$ cat src/rtl/debounce_multi.sv
// Multi-channel input debouncer: optional synchronizer, per-channel
// stability counter, registered level plus rise/fall pulses.
module debounce_multi #(
    parameter int   N_CH        = 4,
    parameter int   STABLE_CNT  = 3,
    parameter int   SYNC_STAGES = 2,
    parameter logic RST_VAL     = 1'b0
) (
    input  logic            clk,
    input  logic            rst,
    input  logic [N_CH-1:0] sig_in,
    output logic [N_CH-1:0] sig_out,
    output logic [N_CH-1:0] rise,
    output logic [N_CH-1:0] fall,
    output logic [N_CH-1:0] busy
);

    localparam int CLG = $clog2(STABLE_CNT + 1);
    localparam int CW  = (CLG < 1) ? 1 : CLG;
    localparam logic [CW-1:0] CMAX = CW'(STABLE_CNT - 1);
    localparam logic [CW-1:0] ONE  = CW'(1);

    logic [N_CH-1:0] s;

    generate
        if (SYNC_STAGES > 0) begin : g_sync
            logic [N_CH-1:0] chain [SYNC_STAGES];

            always_ff @(posedge clk or posedge rst) begin
                if (rst) begin
                    for (int k = 0; k < SYNC_STAGES; k++)
                        chain[k] <= {N_CH{RST_VAL}};
                end else begin
                    chain[0] <= sig_in;
                    for (int k = 1; k < SYNC_STAGES; k++)
                        chain[k] <= chain[k-1];
                end
            end

            assign s = chain[SYNC_STAGES-1];
        end else begin : g_nosync
            assign s = sig_in;
        end
    endgenerate

    logic [CW-1:0]   cnt_q [N_CH];
    logic [CW-1:0]   cnt_d [N_CH];
    logic [N_CH-1:0] out_d;
    logic [N_CH-1:0] rise_d;
    logic [N_CH-1:0] fall_d;

    // Any sample matching the current level drops all accumulated credit.
    always_comb begin
        out_d  = sig_out;
        rise_d = '0;
        fall_d = '0;
        for (int i = 0; i < N_CH; i++) begin
            cnt_d[i] = '0;
            if (s[i] != sig_out[i]) begin
                if (cnt_q[i] == CMAX) begin
                    out_d[i]  = s[i];
                    rise_d[i] = s[i];
                    fall_d[i] = ~s[i];
                end else begin
                    cnt_d[i] = cnt_q[i] + ONE;
                end
            end
        end
    end

    always_ff @(posedge clk or posedge rst) begin
        if (rst) begin
            sig_out <= {N_CH{RST_VAL}};
            rise    <= '0;
            fall    <= '0;
            for (int i = 0; i < N_CH; i++)
                cnt_q[i] <= '0;
        end else begin
            sig_out <= out_d;
            rise    <= rise_d;
            fall    <= fall_d;
            for (int i = 0; i < N_CH; i++)
                cnt_q[i] <= cnt_d[i];
        end
    end

    always_comb begin
        busy = '0;
        for (int i = 0; i < N_CH; i++)
            busy[i] = (cnt_q[i] != '0);
    end

endmodule

$ cat config.mk
export PLATFORM = sky130hd
export DESIGN_NAME = debounce_multi
export DESIGN_NICKNAME = d
export VERILOG_FILES = /design/src/rtl/debounce_multi.sv
export SDC_FILE = /design/constraint.sdc
export NUM_CORES = 1
export LEC_CHECK = 0
export CAP_MARGIN = 20
export CORE_MARGIN = 1.5
export CORE_UTILIZATION = 45
export CTS_BUF_LIST = sky130_fd_sc_hd__clkbuf_4
export DETAILED_ROUTE_END_ITERATION = 7
export GPL_ROUTABILITY_DRIVEN = 1
export HOLD_SLACK_MARGIN = 0.08
export MAX_ROUTING_LAYER = met4
export PLACE_DENSITY = 0.72
export SLEW_MARGIN = 10
export SYNTH_ARGS = -nofsm -noshare
export SYNTH_HDL_FRONTEND = slang
export SYNTH_SLANG_ARGS = --single-unit
export TNS_END_PERCENT = 5
$ cat constraint.sdc
create_clock -name clk -period 2.72 [get_ports clk]
set_input_delay 0.544 -clock clk [delete_from_list [all_inputs] [get_ports clk]]
set_output_delay 0.544 -clock clk [all_outputs]
set_load 0.1 [all_outputs]
==> results of run 1 <==
[cells by family (layout without fill, tap and decap cells)]
| kind of cell | Yosys count | in the layout | synth area share |
|---|---|---|---|
| muxes | 4 | 4 | 0.0590 |
| and+or+nand+nor | 24 | 24 | 0.215 |
| buffers and inverters | 1 | 27 | 0.00368 |
| xor gates and xnor gates | 4 | 4 | 0.0344 |
| DFF | 28 | 28 | 0.688 |
[worst paths after layout]
check,start,to,slack [ns]
max reg2reg,cnt_q[3]$_DFF_PP0_,sig_out[2]$_DFFE_PP0P_,1.74
min in group asynchronous,rst,sig_out[0]$_DFFE_PP0P_,0.57
max,cnt_q[3]$_DFF_PP0_,busy[2],0.95
min,g_sync.chain[4]$_DFF_PP0_,s[0]$_DFF_PP0_,0.36
min reg2reg,g_sync.chain[4]$_DFF_PP0_,s[0]$_DFF_PP0_,0.36
max in group asynchronous,rst,cnt_q[5]$_DFF_PP0_,1.90
[layer usage]
| layer | up-vias | wire length (um) | share of wire | track usage |
|---|---|---|---|---|
| li1 | 249 | - | - | - |
| met1 | 249 | 581 | 0.47 | 0.168 |
| met2 | 15 | 581 | 0.47 | 0.173 |
| met3 | 2 | 65 | 0.052 | 0.0268 |
| met4 | 0 | 14 | 0.011 | 0.0676 |
| met5 | - | 0 | 0 | - |
[through the flow]
step,cells,worst slack (ns),util
2_1_floorplan,61,1.07,-
3_5_place_dp,111,1.30,0.567
4_1_cts,115,0.930,0.580
3_3_place_gp,111,1.31,0.567
6_report,115,0.946,0.580
5_1_grt,115,0.854,0.580
[layout by cell type (no fill, tap or decap)]
master / count
nor2b_4: 4
clkdlybuf4s50_1: 5
clkbuf_4: 3
and3b_2: 3
buf_4: 17
mux2_4: 4
nor3b_2: 4
and3b_1: 5
nor2_1: 4
xnor2_1: 4
dfrtp_1: 28
clkinv_1: 1
inv_1: 1
or2_1: 4
[layout make-up]
type / count / area (um2)
Clock buffer: 3 / 22.5
Sequential cell: 28 / 701
Inverter: 1 / 3.75
Tap cell: 28 / 35.0
Multi-Input combinational cell: 32 / 314
Clock inverter: 1 / 3.75
Timing Repair Buffer: 22 / 178
Fill cell: 195 / 912
[sequential cells by signal, summed over array words and instances, names as in the netlist]
name and cells:
cnt_q 8, fall 4, g_sync.chain 4, rise 4
s 4, sig_out 4
[worst reg2reg max path, stage by stage (launching register included)]
cell     delay (ns)
dfrtp_1        0.40
nor2b_4        0.18
mux2_4         0.30
==> metrics.md, run 1 <==
| Metric | Value |
|---|---|
| Count of final setup violators | 0 |
| Post-synth EDFFs | 0 |
| Setup Fix Bufs, Post-CTS | 0 |
| WS Path Type | reg2out |
| Initial antenna violation count | 0 |
| Height of the die | 50.6 um |
| P&R area growth vs syn | 23.5% |
| Placed Area | 1230 um2 |
| Slew headroom | 0.777 |
| Cells after synthesis | 61 |
| Largest net degree at the start of global routing | 29 |
| # IOs | 22 |
| First-pass GRT wire length | 2.24 mm |
| Post-synthesis register bit count | 28 |
| Clk pin slew, worst setup/hold paths | 0.13 ns |
| Crit. End Element | output pin |
| Die area | 2560 um2 |
| Mapped Area | 1020 um2 |
| FFs w/ async S/R, synth | 1.00 |
| Top cells by count, synth | dfrtp_1 (28), and3b_1 (5) |
| Fmax | 564 MHz |
| Worst-Skew Late Latency | 0.31 ns |
| Top Family by Delay on Critical Path | flip-flops |
| Overall routing resource usage | 0.123 |
| Top post-synthesis cells by area | dfrtp_1 (69%), mux2_4 (5.9%), nor2b_4 (5.4%), nor3b_2 (4.9%), and3b_1 (4.3%) |
| Synth Warn # | 0 |
| Mapped Nets | 67 |
| Worst path max stage delay | 0.43 ns |
| CTS tree | done |
| Vias/cell | 4.48 |
| Worst path depth | 2 |
| Post-route ant nets | 0 |
| Syn Area/Cell | 16.7 um2 |
| Minimum clock period after layout | 1.77 ns |
| Ys flop type | dfrtp_1 |
| Crit share post-route | 0.652 |
| Hold Fails Final Rpt | 0 |
| Fin Setup TNS | 0 ns |
| Worst-Margin Slew | 0.335 ns |
| DP HPWL | 918 um |
| Seq/Total Area, Yosys | 0.688 |
| CP Cell Sequence | or2_1 > buf_4 |
| Port-buffer cells | 21 |
| Max-cap viol count | 0 |
| Initial Util | 0.469 |
| Crit path max fanout | 3 |
| Iter 0 DRT Violations | 0 |
| DRT Wirelength | 1.24 mm |
| CP max stage cell | dfrtp_1 |
| CTS Hold Bufs | 0 |
| Nets | 94 |
| Antenna diode count | 0 |
| Number of H-tree levels | 1 |
| Core Area | 2170 um2 |
| Required time of the critical path | 2.18 ns |
| Row Count | 17 |
| CTS root buffer | clkbuf_4 |
| Clk sinks | 28 |
| CTS Buffer Depth | 2 |
| WHS | 0.362 ns |
| Netlist cell types | 10 |
| Startpoint types | flop |
| Number of global-route vias before repair | 518 |
| GPL Wtd Cong | 0.722 |
| Hold depth | 0 |
| Pre-antenna DRT Iters | 1 |
| Design area | 1260 um2 |
| Arr. time, crit path | 1.23 ns |
| TritonCTS Buffers | 3 |
| Via count | 515 |
| Yosys top cell area share | 0.688 |
| Unrepaired setup endpoints after global routing | no |
| Reg2Reg Depth | 2 |
| Worst Skew | 0.00709 ns |
| Hold Path Class | reg2reg |
| Slew Limit Fails | 0 |
| Drt drc | 0 |
| Top-count cell post-synth | dfrtp_1 |
| Top cell type by total area after synthesis | dfrtp_1 |
| CP bufs+invs | 1 |
| GRT Residual Overflow | 0 |
| CTS resizes | 0 |
| Routed WL per cell | 10.8 um |
| Die W | 50.6 um |
| Status | completed |
| Share of layout cells above drive strength 1 | 0.402 |
Power of run 1 is left out: the tool's default activity adds up to more than one toggle a clock period on the data nets, which glitch-free logic cannot reach.
==> run 2, diff against run 1 <==
PLACE_DENSITY = 0.75   (was 0.72)
clock period = 1.5 ns   (was 2.72 ns; I/O delays follow)
==> metrics.md, run 2 (synthesized netlist as in run 1, its figures left out) <==
| Metric | Value |
|---|---|
| Crit share post-route | 0.983 |
| Overall routing resource usage | 0.142 (+0.0181) |
| Max-cap viol count | 0 (unchanged) |
| Hold Fails Final Rpt | 0 (unchanged) |
| Vias/cell | 4.58 (+2.2%) |
| Clk pin slew, worst setup/hold paths | 0.13 ns (about the same) |
| Fin Setup TNS | 0 ns (unchanged) |
| CP max stage cell | dfrtp_1 |
| Max reg flops | 8 (unchanged) |
| Status | completed |
| Die W | 50.6 um (unchanged) |
| Slew headroom | 0.778 (+0.00111) |
| Initial Util | 0.469 (unchanged) |
| Largest net degree at the start of global routing | 29 (unchanged) |
| Nets | 100 (+6.4%) |
| Worst Skew | 0.00744 ns (+0.000348 ns) |
| Core Area | 2170 um2 (unchanged) |
| Biggest register | cnt_q |
| Row Count | 17 (unchanged) |
| Routed WL per cell | 12.1 um (+12%) |
| Worst path max stage delay | 0.44 ns (about the same) |
| Number of H-tree levels | 1 (unchanged) |
| Fmax | 678 MHz |
| Post-route ant nets | 0 (unchanged) |
| Pre-antenna DRT Iters | 1 (unchanged) |
| CP bufs+invs | 1 (unchanged) |
| Startpoint types | flop |
| CP Cell Sequence | or2_4 > buf_12 |
| Count of final setup violators | 0 (unchanged) |
| DP HPWL | 1.05 mm (+15%) |
| Share of layout cells above drive strength 1 | 0.489 (+0.0868) |
| Worst-Skew Late Latency | 0.31 ns (about the same) |
| Unrepaired setup endpoints after global routing | yes |
| Arr. time, crit path | 1.17 ns (-0.06 ns) |
| CTS tree | done |
| # IOs | 22 (unchanged) |
| Port-buffer cells | 21 (unchanged) |
| Hold Path Class | in2async |
| Top Family by Delay on Critical Path | flip-flops |
| Drt drc | 0 (unchanged) |
| Crit. End Element | output pin |
| CTS root buffer | clkbuf_4 |
| DRT Wirelength | 1.45 mm (+17%) |
| P&R area growth vs syn | 48.2% |
| Crit path max fanout | 3 (unchanged) |
| Worst-Margin Slew | 0.333 ns (-0.00167 ns) |
| Placed Area | 1430 um2 (+16%) |
| Iter 0 DRT Violations | 0 (unchanged) |
| Required time of the critical path | 1.20 ns (-0.98 ns) |
| CTS Buffer Depth | 2 (unchanged) |
| Initial antenna violation count | 0 (unchanged) |
| Die area | 2560 um2 (unchanged) |
| TritonCTS Buffers | 3 (unchanged) |
| Number of global-route vias before repair | 551 (+6.4%) |
| WS Path Type | reg2out |
| Height of the die | 50.6 um (unchanged) |
| Antenna diode count | 0 (unchanged) |
| First-pass GRT wire length | 2.51 mm (+12%) |
| Via count | 549 (+6.6%) |
| Slew Limit Fails | 0 (unchanged) |
| Clk sinks | 28 (unchanged) |
| Commonest non-fill, non-tap cell in the layout | dfrtp_1 |
| GRT Residual Overflow | 0 (unchanged) |
| WHS | 0.330 ns (-0.0317 ns) |
| Most frequent cells in the layout | dfrtp_1 (28), buf_12 (16), buf_4 (7) |
| Minimum clock period after layout | 1.47 ns |
| GPL Wtd Cong | 0.695 (-3.7%) |
| Design area | 1510 um2 (+20%) |
run 2: cell types whose count changed in the layout (fill, tap and decap cells not counted):
cell,delta
or2_1,-4
clkinv_1,-1
buf_4,-10
buf_12,+16
or2_4,+4
run 2: area by class of cell:
| cell class | instances | area (um2) |
|---|---|---|
| flip-flops and latches | 28 | 701 |
| fillers | 166 | 661 |
| repair buffers | 28 | 423 |
| multi-input cells | 32 | 324 |
| well taps | 28 | 35.0 |
| clock buffers | 3 | 22.5 |
| inverters | 1 | 3.75 |
run 2: final timing paths:
check,startpoint,to,slack (ns),cells past startpoint
max,cnt_q[2]$_DFF_PP0_,busy[2],0.03,2
min,rst,rise[3]$_DFF_PP0_,0.33,3
max reg2reg,cnt_q[4]$_DFF_PP0_,sig_out[1]$_DFFE_PP0P_,0.42,3
min reg2reg,g_sync.chain[6]$_DFF_PP0_,s[2]$_DFF_PP0_,0.37,0
max in group asynchronous,rst,fall[1]$_DFF_PP0_,0.92,3
min in group clk,g_sync.chain[6]$_DFF_PP0_,s[2]$_DFF_PP0_,0.37,0
run 2: timing repair:
item	CTS	global route
pin swaps	1	1
resized for setup	4	0
endpoints found under the setup margin	4	4
setup buffers	3	3
hold buffers	0	0
run 2: per-stage QoR:
step	worst slack (ns)	utilization	std cells
final	0.0261	0.696	120
after global routing	-0.0132	0.696	120
after CTS	0.00803	0.685	117
after detailed placement	0.336	0.660	111
after global placement	0.353	0.660	111
after floorplan	0.0894	-	61
run 2: worst register-to-register path, delay by kind of cell, from the launching register on:
| family | cells | cell delay, ns |
|---|---|---|
| buffers and inverters | 1 | 0.14 |
| multiplexers | 1 | 0.30 |
| flip-flops | 1 | 0.41 |
| AND/OR/NAND/NOR | 1 | 0.12 |
run 2: metal layers:
| layer | vias to the layer above | track usage | wire, um |
|---|---|---|---|
| met1 | 262 | 0.159 | 562 |
| met3 | 4 | 0.0179 | 57 |
| met4 | 0 | 0.0811 | 30 |
| met5 | - | - | 0 |
| met2 | 16 | 0.243 | 796 |
| li1 | 267 | - | - |
Power of run 2 is left out for the same reason.
